$ cat src/rtl/tl_pkg.sv
// tl_pkg: shared state codes, lamp bit indices and phase-select encoding for the traffic light
package tl_pkg;

    typedef enum logic [2:0] {
        MAIN_G = 3'd0,
        MAIN_Y = 3'd1,
        ALL_R1 = 3'd2,
        SIDE_G = 3'd3,
        SIDE_Y = 3'd4,
        ALL_R2 = 3'd5,
        FLASH  = 3'd6
    } tl_state_t;

    localparam int LAMP_R = 2;
    localparam int LAMP_Y = 1;
    localparam int LAMP_G = 0;

    localparam logic [2:0] LAMP_RED = 3'b100;
    localparam logic [2:0] LAMP_YEL = 3'b010;
    localparam logic [2:0] LAMP_GRN = 3'b001;

    // phase select packed as {fsm_g, fsm_y, fsm_r}
    localparam logic [2:0] PH_G = 3'b100;
    localparam logic [2:0] PH_Y = 3'b010;
    localparam logic [2:0] PH_R = 3'b001;

endpackage

$ cat src/rtl/tl_flash_blink.sv
// tl_flash_blink: blink toggle register; toggles while run is high, clears when run is low
module tl_flash_blink #(
    parameter bit RST_VAL = 1'b0
) (
    input  logic clk,
    input  logic rst,
    input  logic run,
    output logic blink
);

    // entering run from a cleared register yields 1 on the first run cycle
    always_ff @(posedge clk)
        if (rst) blink <= RST_VAL;
        else     blink <= run ? ~blink : 1'b0;

endmodule

$ cat src/rtl/traffic_light_fsm.sv
// traffic_light_fsm: two-road traffic light controller with night flash; macro SIDE_SENSOR_EN adds side_req demand sensing
module traffic_light_fsm
    import tl_pkg::*;
#(
    parameter bit FLASH_ON_RESET = 1'b0
) (
    input  logic       clk,
    input  logic       rst,
    input  logic       g_end,
    input  logic       y_end,
    input  logic       r_end,
    input  logic       flash_req,
`ifdef SIDE_SENSOR_EN
    input  logic       side_req,
`endif
    output logic       fsm_g,
    output logic       fsm_y,
    output logic       fsm_r,
    output logic [2:0] main_lamp,
    output logic [2:0] side_lamp,
    output logic [2:0] state
);

    tl_state_t  cur, nxt;
    logic       blink, side_go;
    logic [2:0] phase, flash_lamp;

`ifdef SIDE_SENSOR_EN
    logic side_wait;
    // sticky side demand; clearing on entry to SIDE_G wins over a simultaneous set
    always_ff @(posedge clk)
        if (rst)                                side_wait <= 1'b0;
        else if (nxt == SIDE_G && cur != SIDE_G) side_wait <= 1'b0;
        else if (side_req)                      side_wait <= 1'b1;
    assign side_go = side_wait | side_req;
`else
    assign side_go = 1'b1;
`endif

    // state register; reset overrides every input on its edge
    always_ff @(posedge clk)
        if (rst) cur <= FLASH_ON_RESET ? FLASH : ALL_R2;
        else     cur <= nxt;

    // next state: only the end pulse of the current phase advances; flash_req only taken at an all-red r_end
    always_comb begin
        nxt = cur;
        case (cur)
            MAIN_G:  nxt = g_end ? MAIN_Y : MAIN_G;
            MAIN_Y:  nxt = y_end ? ALL_R1 : MAIN_Y;
            ALL_R1:  nxt = !r_end ? ALL_R1 : flash_req ? FLASH : side_go ? SIDE_G : MAIN_G;
            SIDE_G:  nxt = g_end ? SIDE_Y : SIDE_G;
            SIDE_Y:  nxt = y_end ? ALL_R2 : SIDE_Y;
            ALL_R2:  nxt = !r_end ? ALL_R2 : flash_req ? FLASH : MAIN_G;
            FLASH:   nxt = flash_req ? FLASH : ALL_R1;
            default: nxt = ALL_R2;
        endcase
    end

    tl_flash_blink #(.RST_VAL(FLASH_ON_RESET)) u_blink (
        .clk   (clk),
        .rst   (rst),
        .run   (nxt == FLASH),
        .blink (blink)
    );

    // Moore decode from the state and blink registers only
    always_comb begin
        flash_lamp         = '0;
        flash_lamp[LAMP_Y] = blink;
        phase     = (cur == MAIN_G || cur == SIDE_G) ? PH_G :
                    (cur == MAIN_Y || cur == SIDE_Y) ? PH_Y : PH_R;
        main_lamp = cur == MAIN_G ? LAMP_GRN : cur == MAIN_Y ? LAMP_YEL :
                    cur == FLASH  ? flash_lamp : LAMP_RED;
        side_lamp = cur == SIDE_G ? LAMP_GRN : cur == SIDE_Y ? LAMP_YEL :
                    cur == FLASH  ? flash_lamp : LAMP_RED;
    end

    assign {fsm_g, fsm_y, fsm_r} = phase;
    assign state = cur;

endmodule

$ cat config.mk
export PLATFORM = sky130hd
export DESIGN_NAME = traffic_light_fsm
export DESIGN_NICKNAME = d
export VERILOG_FILES = /design/src/rtl/tl_pkg.sv /design/src/rtl/tl_flash_blink.sv /design/src/rtl/traffic_light_fsm.sv
export SDC_FILE = /design/constraint.sdc
export NUM_CORES = 1
export LEC_CHECK = 0
export ABC_AREA = 1
export ABC_CLOCK_PERIOD_IN_PS = 1700
export CORE_AREA = 2 2 39 41
export DETAILED_ROUTE_END_ITERATION = 10
export DIE_AREA = 0 0 41 43
export PLACE_DENSITY_LB_ADDON = 0.2
export SLEW_MARGIN = 10
export SYNTH_ARGS = -nofsm -noshare
export SYNTH_HDL_FRONTEND = slang
export SYNTH_SLANG_ARGS = --single-unit
$ cat constraint.sdc
create_clock -name clk -period 1.7 [get_ports clk]
set_clock_uncertainty 0.15 [all_clocks]
set_input_delay 0.34 -clock clk [delete_from_list [all_inputs] [get_ports clk]]
set_output_delay 0.34 -clock clk [all_outputs]
set_load 0.02 [all_outputs]
== Word level (Yosys, flattened, before mapping) ==
Cells that the tools add are included.

* Flip-flop bits (word level): 4
* Bits in latches: 0
* Memory bits (writable): 0
* Bits in read-only memories: 0
* Output and inout bits: 12
* Memories kept: 0

* Add/sub/neg operators: 0
* Multipliers: 0
* Divide/modulo/power cells: 0
* Magnitude comparators: 0
* Equal/unequal tests: 7
* Shift operators: 0
* Multiplexer cells: 17
* Bitwise operators: 2
* Reductions and logical operators: 4

{| class="wikitable"
|+ Operator list
! operator !! count
|-
| 3-bit 2-to-1 mux || 12
|-
| 3-bit case mux with 7 select lines || 1
|-
| 3-bit equality test, second input constant || 4
|-
| 3-bit by 2-bit equality test with 1-bit output, second input constant || 2
|-
| 2-bit 2-to-1 mux || 2
|-
| 3-bit by 1-bit equality test with 1-bit output, second input constant || 1
|-
| 3-bit zero test || 1
|-
| 1-bit logical OR || 2
|-
| 1-bit 2-to-1 mux || 2
|-
| 1-bit NOT || 2
|-
| 2-bit OR reduction || 1
|}

== Logic depth before layout (Yosys ltp) ==
* Depth after elaboration: 6
* Mapped depth: 8

== Modules after synthesis ==
From an unflattened synthesis, not the netlist that was laid out.

* Cells, all modules: 69
* Area, all modules: 390.4 sq um

{| class="wikitable"
|+ Modules (own cells, without submodules)
! module !! times used !! cells each !! area an instance (sq um) !! sequential area each (sq um)
|-
| traffic_light_fsm || 1 || 65 || 356.6 || 60.1
|-
| tl_flash_blink || 1 || 4 || 33.8 || 20.0
|}

== Least setup slack after synthesis ==
OpenSTA, ideal clock, no wires.

* Kind: register to output
* From: reg cur[2], in the netlist state[2]
* To: out fsm_y
* Arrival: 1495 ps
* Slack: -285 ps
* Stages on the path, launching flop included: 4
* Cell sequence: dfxtp_1 inv_1 o21ai_0 nor2_1

* Word-level cells in the longest chain between the ends: 4
* Elaborated cells on any way between the ends: 8

{| class="wikitable"
|+ RTL lines
! what !! line !! source
|-
| start, declared || traffic_light_fsm.sv:24 || <nowiki>tl_state_t cur, nxt;</nowiki>
|-
| start signal, assigned || traffic_light_fsm.sv:42 || <nowiki>if (rst) cur <= FLASH_ON_RESET ? FLASH : ALL_R2;</nowiki>
|-
| start signal, assigned || traffic_light_fsm.sv:43 || <nowiki>else cur <= nxt;</nowiki>
|-
| 3-bit by 1-bit equality test with 1-bit output / 3-bit equality test (equally long branches) || traffic_light_fsm.sv:72 || <nowiki>(cur == MAIN_Y || cur == SIDE_Y) ? PH_Y : PH_R;</nowiki>
|-
| 1-bit logical OR || traffic_light_fsm.sv:72 ||
|-
| 2-bit 2-to-1 mux || traffic_light_fsm.sv:72 ||
|-
| 3-bit 2-to-1 mux * || traffic_light_fsm.sv:71 || <nowiki>phase = (cur == MAIN_G || cur == SIDE_G) ? PH_G :</nowiki>
|-
| end, declared || traffic_light_fsm.sv:17 || <nowiki>output logic fsm_y,</nowiki>
|}

Every way passes the cells marked *; elsewhere a longest branch is shown, timed or not.

== Final worst setup path ==
* From: reg cur[0], in the netlist state[0]
* To: out main_lamp[1]

* Word-level cells in the longest chain between the ends: 4
* Elaborated cells on any way between the ends: 6

{| class="wikitable"
|+ RTL lines
! what !! line !! source
|-
| 3-bit equality test || traffic_light_fsm.sv:74 || <nowiki>cur == FLASH ? flash_lamp : LAMP_RED;</nowiki>
|-
| 3-bit 2-to-1 mux || traffic_light_fsm.sv:74 ||
|-
| 3-bit 2-to-1 mux || traffic_light_fsm.sv:73 || <nowiki>main_lamp = cur == MAIN_G ? LAMP_GRN : cur == MAIN_Y ? LAMP_YEL :</nowiki>
|-
| 3-bit 2-to-1 mux * || traffic_light_fsm.sv:73 ||
|-
| end, declared || traffic_light_fsm.sv:19 || <nowiki>output logic [2:0] main_lamp,</nowiki>
|}

Marked as above.

==> metrics.txt <==
status complete, no violations; largest net degree at the start of global routing 9; Final WS setup 0.0134 ns; DR vias/cell 4.53; top cell type by total area after synthesis dfxtp_1; Site Rows 14; max-cap check violation count 0; final setup vio count 0; reg2reg start state[1]; Worst setup startpoint state[0]; peak supply drop 0.849 mV; Ant. Diodes 0; Final Hold Viols 0; HPWL after detailed placement 940 um; Final ANT Viol Nets 0; Pwr Density 1590 mW/mm2; worst hold start u_blink.blink; static leakage 0.000386 uW; WL/cell 10.7 um; Worst-Skew Late Latency 0.24 ns; top cells by area, synth dfxtp_1 (21%), nor2_1 (14%), nand3_1 (13%), inv_1 (11%), o21ai_0 (8.0%); first-pass GRT wire length 1810 um; CTS tree done; Async SR Flop Fraction 0%; fin crit period 1.69 ns; mapped cell area 375 um2; clock sinks 4; top post-synthesis cells by count nor2_1 (14), inv_1 (11), nand3_1 (10); antenna violations before repair 0; All-Layer GR Usage 15.3%; Num CTS Buffers 3; CP required 1.21 ns; Least-Margin Pin Slew 0.211 ns; CP Launch Type flop; Post-synth EDFFs 0; DRT iter0 DRCs 14; Total Wirelength 1290 um; FMAX 0.593 GHz; share of the synthesized area in the top cell type 21.3%; maximum clock insertion buffer count 2; Initial Util 27.1%; TNS Setup 0 ns; CP arrival 1.20 ns; Yosys reg bits 4; Post-synth top flop dfxtp_1; syn avg cell area 5.60 um2; critical path type flop to output port; pre-CTS setup slack -0.213 ns; DR pass1 iterations 5; I/O Buffers 17; utilization after layout 51.7%; sequential fraction of the synthesis area 21.3%; Hold Crit Class flop to flop; post-synthesis net count 73; Yosys warning count 0; layout net count 113; synth unique cells 15; core area 0.00138 mm2; Rel. slew slack 86.0%; cell count after synthesis 67; period utilisation layout 99.2%; Die Ht 43 um; Slew Viols, Final 0; maximum level of the CTS H-tree 1; via count 548; vias in the first global route 446; DRC violations left 0; Top-Level Pins 18; fraction of layout cells with a size suffix above 1 43.8%; area of the die 0.00176 mm2; most common cell in the netlist nor2_1; Setup crit end kind output port; clk root buf clkbuf_4; clk slew on worst S/H paths 0.04 ns; RSZ-0062 raised after global routing yes; Power Total 1140 uW; RePlAce Congestion 0.845; global route overflow 0; Post-Layout Cell Count 121; dpl cells 115; area delta synth->final 90.7%; chip width 41 um; Worst Path Max Fanout 4
[cell type report]
cell class	count	area, um2
Clock buffer	3	22.5
Fill cell	145	668
Inverter	13	51.3
Multi-Input combinational cell	49	253
Sequential cell	4	85.1
Tap cell	16	20.0
Timing Repair Buffer	36	284
[worst max-delay path: stages (launching register included)]
cell and delay, ns:
dfxtp_4 0.35, buf_4 0.14, buf_4 0.13, nand3_1 0.10
o21ai_1 0.08, buf_4 0.16
[cells by family after synthesis]
family / after synthesis / share of synthesized area [%]
simple gates: 40 / 50.7
buf+inv: 14 / 16.0
compound gates: 9 / 12.0
flops: 4 / 21.3
[flip-flops by register name, indices dropped and copies added, names as in the netlist]
name,cells
state,3
u_blink.blink,1
[through the flow]
stage | cell area [um2] | hold WS [ns]
after floorplan | 375 | 0.259
after global placement | 674 | 0.353
after detailed placement | 674 | 0.350
after CTS | 681 | 0.356
after global routing | 716 | 0.408
final | 716 | 0.387
[path summary, 6_finish.rpt]
check	cells after the start	slack (ns)	endpoint
setup / recovery	5	0.01	main_lamp[1]
hold / removal	3	0.39	u_blink.blink
setup reg to reg	10	0.27	u_blink.blink
hold reg to reg	3	0.39	u_blink.blink
[timing repair]
item                       CTS  global route
setup endpoints to repair   12             9
buffers inserted             0             3
hold buffers                 0             0
resized for setup           31            24
pin swaps                    0             2
[where the power goes]
| group | switching [uW] | internal, uW |
|---|---|---|
| logic | 477 | 381 |
| clock network | 38.5 | 78.9 |
| registers | 31.8 | 130 |
[routing by layer]
layer / part of all wire [%] / GRT usage [%] / wire [um]
met5: 0 / 0 / 0
met4: 0 / 4.00 / 0
met3: 5.9 / 6.28 / 76
met2: 49 / 20.6 / 633
met1: 45 / 21.9 / 584
[placed cells by master, fill, tap and decap left out, types with 3 or more instances in the layout]
master           count
dlygate4sd2_1        3
nand3_1             10
nor2_1              13
nand2_2              3
buf_4               22
clkdlybuf4s50_1      5
clkbuf_2             3
inv_1               10
nand2_1              7
o21ai_1              3
clkbuf_4             3
Power figures use the tool's default switching activity.
==> RTL edit 1: new RTL, same settings <==
The parameter `FLASH_ON_RESET` goes from 1'b0 to 1'b1.
--- a/src/rtl/traffic_light_fsm.sv
+++ b/src/rtl/traffic_light_fsm.sv
@@ -4,3 +4,3 @@
 #(
-    parameter bit FLASH_ON_RESET = 1'b0
+    parameter bit FLASH_ON_RESET = 1'b1
 ) (
Formal check against the unedited RTL: not equivalent (Yosys sat finds a counterexample within 4 cycles, from zero or initial values and one cycle with rst high).
==> RTL edit 1 against the unedited design <==
Hold slack worse by 0.031 ns. Clock power hardly changed. Wire length is 13% lower. Critical path depth stayed put. Sequential cell count stayed put. Utilization is 2.4 points lower. Cell area is 4.5% lower. Die area stayed put. Power is 30% lower. Setup slack better by 0.026 ns. Synthesized area is 5.0% higher.
==> RTL edit 1: results (changes against the unedited design) <==
Min-Delay Endpoint: u_blink.blink (unchanged)
# diodes: 0 (unchanged)
deepest clock path buffer count: 2 (unchanged)
hold_sp: u_blink.blink (unchanged)
worst-skew pair later-pin latency: 0.23 ns
Post-DP HPWL: 914 µm (was 940 µm)
IO Port Bufs: 17 (unchanged)
initial antenna violation count: 0 (unchanged)
clock transition at the registers of the reported paths: 0.04 ns (about the same)
slowest CP cell: dfxtp_4 (unchanged)
vias: 504 (was 548)
reg2reg start: state[0] (was state[1])
Leak: 0.000373 µW (was 0.000386 µW)
CTS Root Cell: clkbuf_4 (unchanged)
commonest cells in the netlist: nand2_1, nor2_1, inv_1 (was nor2_1, inv_1, nand3_1)
Placer Congestion: 0.795 (was 0.845)
vias in the first global route: 464 (was 446)
largest net degree at the start of global routing: 8 (was 9)
Filler cells: 156 (was 145)
flop2flop setup slack: 0.38 ns (was 0.27 ns)
routing usage on met2: 25.3% (was 20.6%)
FF-to-FF End: u_blink.blink (unchanged)
sequential share of the synthesized area: 20.3% (was 21.3%)
CTS buffer count: 3 (unchanged)
global-route wire length before repair: 1.75 mm (was 1.81 mm)
CP max FO: 4 (unchanged)
Ys Warns: 0 (unchanged)
Primary FF master, synth: dfxtp_1 (unchanged)
Critical Path AT: 1.17 ns (was 1.20 ns)
DR iter-0 viols: 4 (was 14)
Avg Cell Area, Syn: 5.97 µm² (was 5.60 µm²)
unique cell type count in the Yosys netlist: 18 (was 15)
Synth Net Count: 72 (was 73)
Tot GR Track Use: 14.7% (was 15.3%)
max incr delay on CP: 0.36 ns
DR pass1 iterations: 4 (was 5)
share of cells above drive strength 1: 45.9% (was 43.8%)
drt wl/cell: 9.82 µm (was 10.7 µm)
CTS HTree Levels: 1 (unchanged)
worst reg2reg path depth: 8 (was 10)
Slew HR: 86.8% (was 86.0%)
grt met1 use: 16.1% (was 21.9%)
met3 Use GR: 1.57% (was 6.28%)
Synth async-reset ratio: 0% (unchanged)
Hold Path Depth: 3 (unchanged)
Hold Crit Class: reg2reg (unchanged)
Total Nets Final: 106 (was 113)
Max VDD drop: 598 µV (was 849 µV)
Area contributors post-synth: dfxtp_1, nand2_1, nor2_1 (was dfxtp_1, nor2_1, nand3_1)
max reg flops: 3 (unchanged)
DR vias/cell: 4.42 (was 4.53)
outcome: finished, final reports clean (unchanged)
-- RTL edit 1: cell count changes after synthesis, moves of 2 or more --
| cell | change |
|---|---|
| nand3_1 | -3 |
| inv_1 | -3 |
| nor2_1 | -3 |
| buf_6 | +2 |
| o21ai_0 | -6 |
| nand2_1 | +7 |
-- RTL edit 1: per-stage QoR --
stage	TNS, ns	util [%]	setup WS [ns]	hold WS (ns)	cell area [µm²]
global placement	-1.93	47.8	-0.278	0.346	662
detailed placement	-1.99	47.8	-0.304	0.351	662
finish	0	49.4	0.0395	0.355	683
floorplan	0	-	0.0711	0.252	400
CTS	0	49.0	0.00520	0.360	678
global route	-0.0105	49.4	-0.00741	0.404	683
-- RTL edit 1: cell families after synthesis --
| group | after synthesis | synth area share [%] |
|---|---|---|
| AND/OR/NAND/NOR | 44 | 54.0 |
| buffers and inverters | 14 | 19.7 |
| AO/OA/AOI/OAI | 4 | 6.03 |
| flip-flops | 4 | 20.3 |
-- RTL edit 1: repair_timing --
action / 4_1_cts / 5_1_grt
endpoints found under the setup margin: 12 / 8
buffers inserted: 1 / 0
resized for setup: 41 / 12
pin swaps: 0 / 0
-- RTL edit 1: area by class of cell --
cell class / count / area share [%]
multi-input combinational: 48 / 37.2
clock buffer: 3 / 3.30
tap: 16 / 2.93
sequential: 4 / 13.0
inverter: 11 / 6.41
timing repair buffer: 32 / 37.2
-- RTL edit 1: critical path, delay by kind of cell, from the launching register on --
family | cells | cell delay (ns)
buffers and inverters | 3 | 0.22
AND/OR/NAND/NOR | 2 | 0.35
flip-flops | 1 | 0.36
-- RTL edit 1: report_power, final --
part           switching (µW)  internal [µW]  total, µW
registers                35.1            121        156
logic                     282            239        521
clock network            38.1           78.9        117
total                     356            439        794
-- RTL edit 1: worst max path at each step --
stage,start,endpoint,slack [ns],cells past startpoint
floorplan,state[2],side_lamp[2],0.07,5
global placement,state[1],side_lamp[1],-0.28,5
detailed placement,state[0],main_lamp[2],-0.30,5
CTS,state[2],fsm_g,0.005,4
global route,state[2],fsm_g,-0.007,5
finish,state[2],fsm_g,0.04,5
-- RTL edit 1: layer usage --
| metal | up-vias | part of all wire [%] |
|---|---|---|
| li1 | 270 | - |
| met1 | 217 | 41 |
| met2 | 17 | 53 |
| met3 | 0 | 5.8 |
| met4 | 0 | 0 |
| met5 | - | 0 |
==> RTL edit 2: new RTL, config.mk and constraints unchanged <==
Without the edit above. Put a register stage on the output `fsm_g`, cleared by the reset. The value now appears one clock later. The other outputs are not delayed to match.
--- a/src/rtl/traffic_light_fsm.sv
+++ b/src/rtl/traffic_light_fsm.sv
@@ -22,2 +22,4 @@
 );
+
+    logic fsm_g_d;
 
@@ -78,4 +80,12 @@
 
-    assign {fsm_g, fsm_y, fsm_r} = phase;
+    assign {fsm_g_d, fsm_y, fsm_r} = phase;
     assign state = cur;
+
+    always_ff @(posedge clk) begin
+        if (rst) begin
+            fsm_g <= '0;
+        end else begin
+            fsm_g <= fsm_g_d;
+        end
+    end
 
Function: changed (Yosys sat finds a counterexample within 4 cycles, from zero or initial values and one cycle with rst high).
==> RTL edit 2 against the unedited design <==
Cell area rose by 3.0%. Setup slack improved by 0.0023 ns. Largest power group unchanged. Maximum frequency rose by 0.13%. Wire length fell by 3.0%. Largest cell class is now multi-input gates. Power rose by 15%. Critical path depth rose by 2. Sequential cell count rose by 1. Synthesized area rose by 18%. Critical endpoint is now main_lamp[2]. Via count rose by 3.1%.
==> RTL edit 2: results (changes against the unedited design) <==
CTS buffer count: 3 (unchanged)
top sig layer: met4 (was met3)
Synth Net Count: 81 (was 73)
max reg flops: 3 (unchanged)
Primary FF master, synth: dfxtp_1 (unchanged)
crit path time final: 1.68 ns (was 1.69 ns)
Worst Hold Slack: 0.347 ns (was 0.387 ns)
Met1 Wirelength: 552 µm (was 584 µm)
Ys Warns: 0 (unchanged)
met2 WL post-DR: 580 µm (was 633 µm)
Post-CTS Setup Bufs: 0 (unchanged)
CP max FO: 4 (unchanged)
DR pass1 iterations: 8 (was 5)
Placer Congestion: 0.769 (was 0.845)
Area contributors post-synth: dfxtp_1, nor2_1, nand2_1 (was dfxtp_1, nor2_1, nand3_1)
vias: 565 (was 548)
initial antenna violation count: 0 (unchanged)
global-route wire length before repair: 2.04 mm (was 1.81 mm)
combinational family with the most area after synthesis: simple AND/OR/NAND/NOR gates (unchanged)
outcome: finished, final reports clean (unchanged)
Overflow after GRT: 0 (unchanged)
Avg Cell Area, Syn: 5.91 µm² (was 5.60 µm²)
unique cell type count in the Yosys netlist: 16 (was 15)
deepest clock path buffer count: 2 (unchanged)
DR iter-0 viols: 1 (was 14)
commonest cells in the netlist: nor2_1, nand2_1, inv_1 (was nor2_1, inv_1, nand3_1)
Max VDD drop: 972 µV (was 849 µV)
Post-Place Worst Slack: -0.241 ns (was -0.213 ns)
Slew HR: 84.9% (was 86.0%)
Total Nets Final: 117 (was 113)
Critical Path AT: 1.19 ns
Final Hold Fails: 0 (unchanged)
largest net degree at the start of global routing: 10 (was 9)
vias in the first global route: 496 (was 446)
drt wl/cell: 9.95 µm (was 10.7 µm)
sequential share of the synthesized area: 22.6% (was 21.3%)
Hold Crit Class: reg2reg (unchanged)
Post-Synth Adder-Cell Area: 0% (unchanged)
# diodes: 0 (unchanged)
flop2flop setup slack: 0.29 ns (was 0.27 ns)
Synth Area in Compound Gates: 6.78% (was 12.0%)
DR vias/cell: 4.48 (was 4.53)
CTS Root Cell: clkbuf_4 (unchanged)
Post-DP HPWL: 1.02 mm (was 940 µm)
IO Port Bufs: 17 (unchanged)
share of cells above drive strength 1: 40.9% (was 43.8%)
post-synthesis mux area share: 0% (unchanged)
Tot GR Track Use: 17.9% (was 15.3%)
worst-skew pair later-pin latency: 0.25 ns
Leak: 0.000400 µW (was 0.000386 µW)
met3 wire len: 71 µm (was 76 µm)
==> RTL edit 2: cell types whose count changed after synthesis, sizes merged, moves of 2 or more <==
| cell | before | now |
|---|---|---|
| a21oi | 3 | 1 |
| buf | 1 | 3 |
| nand2 | 11 | 16 |
| nand3 | 11 | 9 |
| nand4 | 1 | 3 |
| nor2 | 16 | 19 |
==> RTL edit 2: per-layer routing <==
layer,GRT usage [%],vias up
li1,-,303
met1,23.5,242
met2,23.1,15
met3,3.66,5
met4,16.0,0
met5,0,-
==> RTL edit 2: worst paths after layout <==
check | start | to | depth (start not counted)
max reg2reg | state[1] | u_blink.blink | 8
min | u_blink.blink | u_blink.blink | 3
min reg2reg | u_blink.blink | u_blink.blink | 3
max | state[0] | main_lamp[2] | 7
==> RTL edit 2: cells by family after synthesis <==
kind of cell           after synthesis
AO/OA/AOI/OAI                        6
buffers and inverters               16
flip-flops                           5
AND/OR/NAND/NOR                     48
==> RTL edit 2: worst max-delay path, cell delays in order (launching register included) <==
cell and delay [ns]:
dfxtp_4 0.36, inv_2 0.08, nand2_4 0.05, nor2_2 0.11, inv_2 0.06, o21ai_0 0.08
inv_1 0.05, buf_2 0.15
==> RTL edit 2: metrics by stage <==
| step | setup TNS, ns | area (µm²) |
|---|---|---|
| 2_1_floorplan | -0.244 | 443 |
| 3_3_place_gp | -1.21 | 727 |
| 3_5_place_dp | -1.36 | 727 |
| 4_1_cts | -0.267 | 736 |
| 5_1_grt | -0.128 | 737 |
| 6_report | 0 | 737 |
==> RTL edit 2: power breakdown <==
| part | total (µW) | internal [µW] | switching, µW |
|---|---|---|---|
| clock | 143 | 89.1 | 54.1 |
| combinational | 949 | 425 | 523 |
| sequential | 210 | 165 | 44.6 |
| total | 1300 | 680 | 622 |
==> RTL edit 2: repair_timing <==
item	in CTS	in global routing
pin swaps	0	1
resized for setup	34	17
endpoints found under the setup margin	11	8
cloned	0	0
==> RTL edit 2: final cells by class <==
| class | count | area, µm² |
|---|---|---|
| inverter | 13 | 48.8 |
| fill | 154 | 647 |
| clock buffer | 4 | 26.3 |
| sequential | 5 | 106 |
| multi-input combinational | 54 | 272 |
| tap | 16 | 20.0 |
| timing repair buffer | 34 | 264 |
